==> src/rtl/clk_div_pkg.sv <==
// Shared constants and helpers for the multi-channel clock divider.
// Optional build macro CLK_DIV_PHASE_EN adds a per-channel programmable restart phase.
package clk_div_pkg;

    localparam int unsigned DFLT_N_CH      = 4;
    localparam int unsigned DFLT_DIV_WIDTH = 12;
    localparam int unsigned DFLT_PERIOD    = 9;
    localparam int unsigned DFLT_HIGH      = 5;

    // Channel-index width; a single-channel build still gets a 1-bit select.
    function automatic int unsigned ch_idx_w(input int unsigned n_ch);
        return (n_ch > 1) ? $clog2(n_ch) : 1;
    endfunction

endpackage

==> src/rtl/clk_div_ch.sv <==
// One divider channel: counter, active/shadow config, pending flag, terminal count and output compare.
// With CLK_DIV_PHASE_EN defined, restarts load min(phase, period) instead of 0.
module clk_div_ch
    import clk_div_pkg::*;
#(
    parameter int unsigned DIV_WIDTH  = DFLT_DIV_WIDTH,
    parameter int unsigned DEF_PERIOD = DFLT_PERIOD,
    parameter int unsigned DEF_HIGH   = DFLT_HIGH
) (
    input  logic                 clk,
    input  logic                 rst_n,
    input  logic                 en,
    input  logic                 sync,
    input  logic                 wr,
    input  logic [DIV_WIDTH-1:0] cfg_period,
    input  logic [DIV_WIDTH-1:0] cfg_high,
`ifdef CLK_DIV_PHASE_EN
    input  logic [DIV_WIDTH-1:0] cfg_phase,
`endif
    output logic                 clk_out,
    output logic                 tc,
    output logic                 pend
);

    typedef struct packed {
        logic [DIV_WIDTH-1:0] period;
        logic [DIV_WIDTH-1:0] high;
`ifdef CLK_DIV_PHASE_EN
        logic [DIV_WIDTH-1:0] phase;
`endif
    } cfg_t;

    logic [DIV_WIDTH-1:0] cnt, cnt_nxt, load_val;
    cfg_t                 act, act_nxt, shd, shd_nxt;
    logic                 en_d, restart, wrap, apply;

    always_comb begin
        restart = en && (sync || !en_d);
        wrap    = en && (cnt == act.period);
        apply   = !en || restart || wrap;
        // Apply always takes the shadow as it stood before this cycle's write.
        act_nxt = apply ? shd : act;

`ifdef CLK_DIV_PHASE_EN
        load_val = (act_nxt.phase < act_nxt.period) ? act_nxt.phase : act_nxt.period;
`else
        load_val = '0;
`endif

        if (!en)
            cnt_nxt = '0;
        else if (restart)
            cnt_nxt = load_val;
        else if (wrap)
            cnt_nxt = '0;
        else
            cnt_nxt = cnt + DIV_WIDTH'(1);

        shd_nxt = shd;
        if (wr) begin
            shd_nxt.period = cfg_period;
            shd_nxt.high   = cfg_high;
`ifdef CLK_DIV_PHASE_EN
            shd_nxt.phase  = cfg_phase;
`endif
        end
    end

    always_ff @(posedge clk or negedge rst_n) begin
        if (!rst_n) begin
            cnt        <= '0;
            en_d       <= 1'b0;
            act.period <= DIV_WIDTH'(DEF_PERIOD);
            act.high   <= DIV_WIDTH'(DEF_HIGH);
            shd.period <= DIV_WIDTH'(DEF_PERIOD);
            shd.high   <= DIV_WIDTH'(DEF_HIGH);
`ifdef CLK_DIV_PHASE_EN
            act.phase  <= '0;
            shd.phase  <= '0;
`endif
            pend       <= 1'b0;
            tc         <= 1'b0;
            clk_out    <= 1'b0;
        end else begin
            cnt     <= cnt_nxt;
            en_d    <= en;
            act     <= act_nxt;
            shd     <= shd_nxt;
            pend    <= wr || (pend && !apply);
            tc      <= wrap && !restart;
            clk_out <= en && (cnt_nxt < act_nxt.high);
        end
    end

endmodule

==> src/rtl/clk_div_mc.sv <==
// Multi-channel programmable clock divider: decodes config writes per channel and fans out sync.
// Optional build macro CLK_DIV_PHASE_EN adds the cfg_phase input.
module clk_div_mc
    import clk_div_pkg::*;
#(
    parameter int unsigned N_CH       = DFLT_N_CH,
    parameter int unsigned DIV_WIDTH  = DFLT_DIV_WIDTH,
    parameter int unsigned DEF_PERIOD = DFLT_PERIOD,
    parameter int unsigned DEF_HIGH   = DFLT_HIGH,
    localparam int unsigned CH_IDX_W  = ch_idx_w(N_CH)
) (
    input  logic                 clk,
    input  logic                 rst_n,
    input  logic [N_CH-1:0]      en,
    input  logic                 sync,
    input  logic                 cfg_wr,
    input  logic [CH_IDX_W-1:0]  cfg_ch,
    input  logic [DIV_WIDTH-1:0] cfg_period,
    input  logic [DIV_WIDTH-1:0] cfg_high,
`ifdef CLK_DIV_PHASE_EN
    input  logic [DIV_WIDTH-1:0] cfg_phase,
`endif
    output logic [N_CH-1:0]      clk_out,
    output logic [N_CH-1:0]      tc,
    output logic [N_CH-1:0]      pend
);

    for (genvar i = 0; i < N_CH; i++) begin : g_ch
        logic wr;
        // Only indices 0..N_CH-1 decode, so out-of-range writes fall through.
        assign wr = cfg_wr && (cfg_ch == CH_IDX_W'(i));

        clk_div_ch #(
            .DIV_WIDTH  (DIV_WIDTH),
            .DEF_PERIOD (DEF_PERIOD),
            .DEF_HIGH   (DEF_HIGH)
        ) u_ch (
            .clk        (clk),
            .rst_n      (rst_n),
            .en         (en[i]),
            .sync       (sync),
            .wr         (wr),
            .cfg_period (cfg_period),
            .cfg_high   (cfg_high),
`ifdef CLK_DIV_PHASE_EN
            .cfg_phase  (cfg_phase),
`endif
            .clk_out    (clk_out[i]),
            .tc         (tc[i]),
            .pend       (pend[i])
        );
    end

endmodule

==> config.mk <==
export PLATFORM = sky130hd
export DESIGN_NAME = clk_div_mc
export DESIGN_NICKNAME = d
export VERILOG_FILES = /design/src/rtl/clk_div_pkg.sv /design/src/rtl/clk_div_ch.sv /design/src/rtl/clk_div_mc.sv
export SDC_FILE = /design/constraint.sdc
export NUM_CORES = 1
export LEC_CHECK = 0
export CAP_MARGIN = 20
export CORE_MARGIN = 2
export CORE_UTILIZATION = 55
export DETAILED_ROUTE_END_ITERATION = 8
export PLACE_DENSITY = 0.77
export REMOVE_ABC_BUFFERS = 1
export SKIP_CTS_REPAIR_TIMING = 1
export SLEW_MARGIN = 20
export SYNTH_ARGS = -nofsm -noshare
export SYNTH_HDL_FRONTEND = slang
export SYNTH_SLANG_ARGS = --single-unit
==> constraint.sdc <==
create_clock -name clk -period 4.6 [get_ports clk]
set_input_delay 1.15 -clock clk [delete_from_list [all_inputs] [get_ports clk]]
set_output_delay 1.15 -clock clk [all_outputs]
set_load 0.02 [all_outputs]
Yosys cells after proc, flatten, opt, wreduce, memory -nomap -nowiden
Index checks and enable logic that the tools add are counted.
{ "word_totals": {"register_bits": 256, "in_bits": 34, "out_inout_bits": 12, "wordCells": 124} }
{ "op_classes": {"add_sub_neg": 4, "magnitude_cmp": 4, "n_eq_ne": 7, "mux": 16, "reduce_logical": 57} }
{ "ops": {"columns": ["operator", "count"], "rows": [
  ["12-bit two-way mux", 16],
  ["12-bit by 1-bit adder with 12-bit output, second input constant", 4],
  ["12-bit equality test", 4],
  ["12-bit < comparator", 4],
  ["1-bit logical AND", 24],
  ["1-bit zero test", 16],
  ["1-bit logical OR", 16],
  ["2-bit equality test, second input constant", 2],
  ["2-bit by 1-bit equality test with 1-bit output, second input constant", 1],
  ["2-bit zero test", 1]
]} }

Logic depth before layout (Yosys ltp)
{ "logic_depth": {"ltp_word": 8, "mapped_depth": 15, "ltp_nobuf": 13} }

By module
Synthesis repeated with hierarchy kept, for this count alone.
{ "hier_totals": {"hier_cells": 904, "area_unflattened_um2": 12009.0} }
{ "by_module_without_submodules": {"columns": ["module", "instances", "cells_each", "area_per_inst_um2", "seq_area_each_um2"], "rows": [
  ["clk_div_ch", 4, 225, 2992.9, 1611.5],
  ["clk_div_mc", 1, 4, 37.5, 0.0]
]} }

Worst setup path after synthesis
No wires, ideal clock.
{ "synth_timing": {"path_kind": "input to register", "startpoint": "input port sync", "endpoint": "register g_ch[0].u_ch.clk_out", "setup_time_ns": 0.125, "arrival_time_ns": 3.229, "required_ns": 4.475, "setup_slack_ns": 1.246, "path_stages": 11, "n_path_buf": 2, "cell_sequence": "nand3b_1 a31oi_1 clkbuf_1 buf_2 mux2i_1 ha_1 o21ai_0 o21ai_0 o211ai_1 a21oi_1 a2111oi_0"} }
{ "synth_via": {"elab_chain_len": 7, "word_cells_on_any_way": 9, "classes_between": "order compare (1); mux (3); reduce/logical (5)"} }
{ "synth_lines": {"columns": ["item", "line_no", "source"], "rows": [
  ["from (decl)", "clk_div_mc.sv:15", "input logic sync,"],
  ["1-bit logical OR (*)", "clk_div_ch.sv:38", "restart = en && (sync || !en_d);"],
  ["1-bit logical AND (*)", "clk_div_ch.sv:38", null],
  ["1-bit logical OR (2 in a row)", "clk_div_ch.sv:40", "apply = !en || restart || wrap;"],
  ["12-bit two-way mux", "clk_div_ch.sv:42", "act_nxt = apply ? shd : act;"],
  ["12-bit < comparator (*)", "clk_div_ch.sv:91", "clk_out <= en && (cnt_nxt < act_nxt.high);"],
  ["1-bit logical AND (*)", "clk_div_ch.sv:91", null],
  ["to (signal assigned)", "clk_div_ch.sv:91", null],
  ["to (decl)", "clk_div_ch.sv:20", "output logic clk_out,"]
]} }
Every way passes the cells marked *; elsewhere a longest branch is shown, timed or not.
A chain may end at the register's enable or synchronous reset.

Worst setup path after layout
{ "layout_timing": {"startpoint": "input port en[2]", "endpoint": "register g_ch[2].u_ch.clk_out"} }
{ "layout_via": {"elab_chain_len": 6, "word_cells_on_any_way": 11, "classes_between": "order compare (1); mux (4); reduce/logical (6)"} }
{ "layout_lines": {"columns": ["item", "line_no", "source"], "rows": [
  ["from (decl)", "clk_div_mc.sv:14", "input logic [N_CH-1:0] en,"],
  ["1-bit logical AND, or another cell as far along", "clk_div_ch.sv:39", "wrap = en && (cnt == act.period);"],
  ["12-bit two-way mux or 1-bit logical OR (tied branches)", "clk_div_ch.sv:54, clk_div_ch.sv:40", null],
  ["12-bit two-way mux or 1-bit logical OR (tied branches)", "clk_div_ch.sv:52, clk_div_ch.sv:40", null],
  ["12-bit two-way mux (on tied branches)", "clk_div_ch.sv:50, clk_div_ch.sv:42", null],
  ["12-bit < comparator", "clk_div_ch.sv:91", null],
  ["1-bit logical AND (*)", "clk_div_ch.sv:91", null],
  ["to (signal assigned)", "clk_div_ch.sv:91", null],
  ["to (decl)", "clk_div_ch.sv:20", null]
]} }
Marked as above.

==> out/qor_table.md <==
| Metric | This run | Unit |
|---|---|---|
| Outcome | completed | - |
| Final Net Count | 1123 | - |
| Kind of start point of the critical path | primary input | - |
| Vias in the first global route | 7341 | - |
| Clock net sink count | 256 | - |
| Met3 track demand over resource | 0.0305 | - |
| Number of vias per cell | 5.42 | - |
| Power per cell area | 440 | nW/um^2 |
| Cell count after placement | 1287 | - |
| Period minus WS final | 3740 | ps |
| Reg-to-reg setup timing slack | 900 | ps |
| Type of the worst setup path | primary input to flip-flop | - |
| Die width | 150 | microns |
| Required time of the critical path | 5030 | ps |
| Worst-case clock skew | 16.6 | ps |
| Startpoint of the worst hold path | g_ch[3].u_ch.shd[15] | - |
| Achievable Freq | 267 | MHz |
| Average wire per standard cell | 18.4 | microns |
| Start of the worst register-to-register path | g_ch[2].u_ch.cnt[0] | - |
| Maximum number of pins on one net before global-route repair | 96 | - |
| Post-detail-place hpwl | 16600 | microns |
| Number of non-filler instances in the completed layout | 1337 | - |
| Period Utilization, post-route | 0.813 | - |
| Post-synthesis register bit count | 256 | - |
| Initial standard-cell utilization of the core | 0.558 | - |
| Worst setup timing slack at the placement stage | 421 | ps |
| Nature of the critical path endpoint | flip-flop | - |
| First-pass GRT wire length | 39400 | microns |
| Length in cells of the worst reg-to-reg path | 12 | - |
| Root buffer cell | sky130_fd_sc_hd__clkbuf_16 | - |
| Highest fanout seen on the critical path | 6 | - |
| Sequential share of the synthesized area | 0.553 | - |
| Crit path launch | en[2] | - |
| Number of flops mapped to enable cells by yosys | 0 | - |
| Global route hottest layer | met2 | - |
| Die area | 22400 | sq um |
| Final estimated routing congestion in global placement | 0.830 | - |
| Remaining routing DRC violations | 0 | - |
| Hold EP | g_ch[3].u_ch.act[15] | - |
| Skew-Pair Late Insertion Delay | 530 | ps |
| Mapped cell area | 11700 | sq um |
| Number of cell rows | 53 | - |
| Switching share of power | 0.249 | - |
| Clock tree from TritonCTS | done | - |
| Number of antenna violations at the first check in global routing | 0 | - |
| R2r endpoint | g_ch[2].u_ch.clk_out | - |
| Total Wirelength | 24600 | microns |
| RSZ-0062 raised after global routing | false | - |
| IR Drop Worst-Case VDD | 0.283 | mV |
| Synthesized instance count | 987 | - |
| Pre-Repair DR Iteration Count | 4 | - |
| Fraction of post-synthesis cell area in the top cell type by area | 0.481 | - |
| Met2 usage in global routing | 0.367 | - |
| Actual transition at the worst max-transition pin | 761 | ps |
| I/O pin count | 46 | - |
| Share of post-route cells with drive strength above 1 | 0.213 | - |
| Fraction of registers with async set or reset after synthesis | 1.00 | - |
| Path class of the lowest-slack min-delay path | flip-flop to flip-flop | - |
| Data arrival, critical path | 4170 | ps |
| Buffers from clock root to sink, at most | 3 | - |
| Maximum level of the CTS H-tree | 1 | - |
| Layout-stage area growth over the synthesis result | 14.6 | % |
| Top library cells by usage in the layout, fill and taps aside | sky130_fd_sc_hd__dfrtp_1 (224), sky130_fd_sc_hd__nand2_1 (132), sky130_fd_sc_hd__mux2_2 (108), sky130_fd_sc_hd__xor2_1 (51), sky130_fd_sc_hd__inv_1 (51) | - |
| Die boundary height | 150 | microns |
| Post-synthesis area per instance | 11.8 | sq um |
| Global routing usage summed across all routing layers | 0.227 | - |
| Inserted Clock Buffers | 27 | - |
| Placeable core region | 20900 | sq um |
| Violation count after the first detailed-route iteration | 301 | - |
| Count of cells along the worst hold path | 2 | - |
| Worst slew margin relative to its limit | 0.488 | - |
| Final-report setup violation count | 0 | - |
| NetSw | 1.46 | mW |
| LEAKAGE | 6.15 | nW |
| Design internal power | 4.41 | mW |
| Slew Viols, Final | 0 | - |
| PnR worst setup slack | 861 | ps |
| Commonest non-fill, non-tap cell in the layout | sky130_fd_sc_hd__dfrtp_1 | - |
| Synth area leaders | sky130_fd_sc_hd__dfrtp_1 (48%), sky130_fd_sc_hd__mux2_2 (10%), sky130_fd_sc_hd__dfstp_2 (7.2%), sky130_fd_sc_hd__ha_1 (5.1%), sky130_fd_sc_hd__nand2_1 (4.2%) | - |
| Count of filler cells inserted in the layout | 1635 | - |
| Global-route congestion overflow total | 0 | - |
| Power share of the clock group | 0.388 | - |
| Most used DFF post-synth | sky130_fd_sc_hd__dfrtp_1 | - |
| Final Hold Violating Endpoints | 0 | - |
| Post-DRT Antenna Nets | 0 | - |
| Register share of total power | 0.480 | - |
| Maxcap violations | 0 | - |
| Clock transition at the registers of the reported paths | 60 | ps |
| Inserted Diodes | 0 | - |
| Met1 capacity usage during global routing | 0.326 | - |
| Total placed instance area | 12400 | sq um |
| Library cell with the largest summed area after synthesis | sky130_fd_sc_hd__dfrtp_1 | - |
| Number of distinct standard cells referenced by the synthesized netlist | 51 | - |
| Yosys warning count | 0 | - |
| Count of port buffers added during placement | 45 | - |
| Comb pwr share | 0.132 | - |
| Vias after detailed routing | 7242 | - |
| Post-Layout Inst Area | 13400 | sq um |
[cells by family (layout without fill, tap and decap cells)]
group | after synthesis | after routing | share of synthesized area
adder cells (fa/ha/maj) | 48 | 48 | 0.0515
buffers and inverters | 98 | 173 | 0.0385
XOR/XNOR | 86 | 86 | 0.0646
AO/OA/AOI/OAI | 56 | 56 | 0.0291
multiplexers | 151 | 151 | 0.143
AND/OR/NAND/NOR | 292 | 292 | 0.121
flip-flops | 256 | 256 | 0.553
[power groups by stage]
stage               sequential [mW]  combinational [mW]  clock (mW)
detailed placement             2.86               0.774           0
global route                   2.86               0.868        2.41
finish                         2.82               0.774        2.28
global placement               2.85               0.744           0
floorplan                      2.80               0.528           0
CTS                            2.82               0.785        2.31
[critical path, cell delays in order]
cell	delay, ps
sky130_fd_sc_hd__clkdlybuf4s50_1	610
sky130_fd_sc_hd__nand2b_1	130
sky130_fd_sc_hd__nor4_4	290
sky130_fd_sc_hd__or2_1	250
sky130_fd_sc_hd__mux2i_1	350
sky130_fd_sc_hd__ha_1	320
sky130_fd_sc_hd__a211oi_1	260
sky130_fd_sc_hd__o21ai_0	140
sky130_fd_sc_hd__o211ai_1	110
sky130_fd_sc_hd__a21oi_1	100
sky130_fd_sc_hd__or3_1	380
sky130_fd_sc_hd__o31ai_1	70
[worst max path at each step]
stage,end,depth (start not counted)
after floorplan,g_ch[0].u_ch.clk_out,10
after global placement,g_ch[1].u_ch.clk_out,12
after detailed placement,g_ch[2].u_ch.clk_out,12
after CTS,g_ch[2].u_ch.clk_out,12
after global routing,g_ch[1].u_ch.clk_out,12
final,g_ch[2].u_ch.clk_out,12
[registers in the layout, indices dropped and copies added (netlist names)]
name / cells
g_ch.u_ch.clk_out: 4
g_ch.u_ch.en_d: 4
g_ch.u_ch.cnt: 48
g_ch.u_ch.shd: 96
g_ch.u_ch.pend: 4
g_ch.u_ch.tc: 4
g_ch.u_ch.act: 96
[cell usage after synthesis, types with 2 or more instances]
cell type and count:
sky130_fd_sc_hd__nand4_1 17, sky130_fd_sc_hd__inv_2 6, sky130_fd_sc_hd__or4_1 2, sky130_fd_sc_hd__nand2b_1 6, sky130_fd_sc_hd__dfstp_2 32, sky130_fd_sc_hd__o311a_1 2, sky130_fd_sc_hd__o21ai_0 26, sky130_fd_sc_hd__nand3b_1 6
sky130_fd_sc_hd__nor4_1 5, sky130_fd_sc_hd__and3_1 17, sky130_fd_sc_hd__nand2_1 132, sky130_fd_sc_hd__nor3_1 3, sky130_fd_sc_hd__buf_2 5, sky130_fd_sc_hd__a21oi_1 8, sky130_fd_sc_hd__and2_1 14, sky130_fd_sc_hd__dfrtp_1 224
sky130_fd_sc_hd__a211oi_1 8, sky130_fd_sc_hd__nor2_2 2, sky130_fd_sc_hd__mux2_2 108, sky130_fd_sc_hd__ha_1 48, sky130_fd_sc_hd__mux2i_2 6, sky130_fd_sc_hd__or3_1 7, sky130_fd_sc_hd__buf_4 14, sky130_fd_sc_hd__xor2_1 51
sky130_fd_sc_hd__nand4b_1 2, sky130_fd_sc_hd__buf_6 3, sky130_fd_sc_hd__nor2_1 45, sky130_fd_sc_hd__inv_1 51, sky130_fd_sc_hd__nand3_1 22, sky130_fd_sc_hd__o31ai_1 2, sky130_fd_sc_hd__nor2b_1 3, sky130_fd_sc_hd__mux2i_1 37
sky130_fd_sc_hd__o211ai_1 4, sky130_fd_sc_hd__clkbuf_1 18, sky130_fd_sc_hd__xnor2_1 35
[cell type report]
type,count,area [sq um],area share
clock inverter,11,164,0.0123
timing repair buffer,66,626,0.0468
sequential,256,6450,0.482
clock buffer,39,781,0.0584
tap,275,344,0.0257
inverter,57,214,0.0160
multi-input combinational,633,4790,0.358
[per-stage QoR]
stage	power, mW	utilization	TNS, ps	hold WS, ps
6_report	5.88	0.640	0	454
5_1_grt	6.14	0.640	0	477
4_1_cts	5.92	0.640	0	461
3_5_place_dp	3.63	0.595	0	450
3_3_place_gp	3.59	0.595	0	445
2_1_floorplan	3.33	-	-124	437
[layer usage]
layer,share of wire,routed length (microns)
met1,0.46,11300
met2,0.48,11800
met3,0.035,871
met4,0.026,643
met5,0,0
Note: power is estimated with default switching activity, not from simulation.
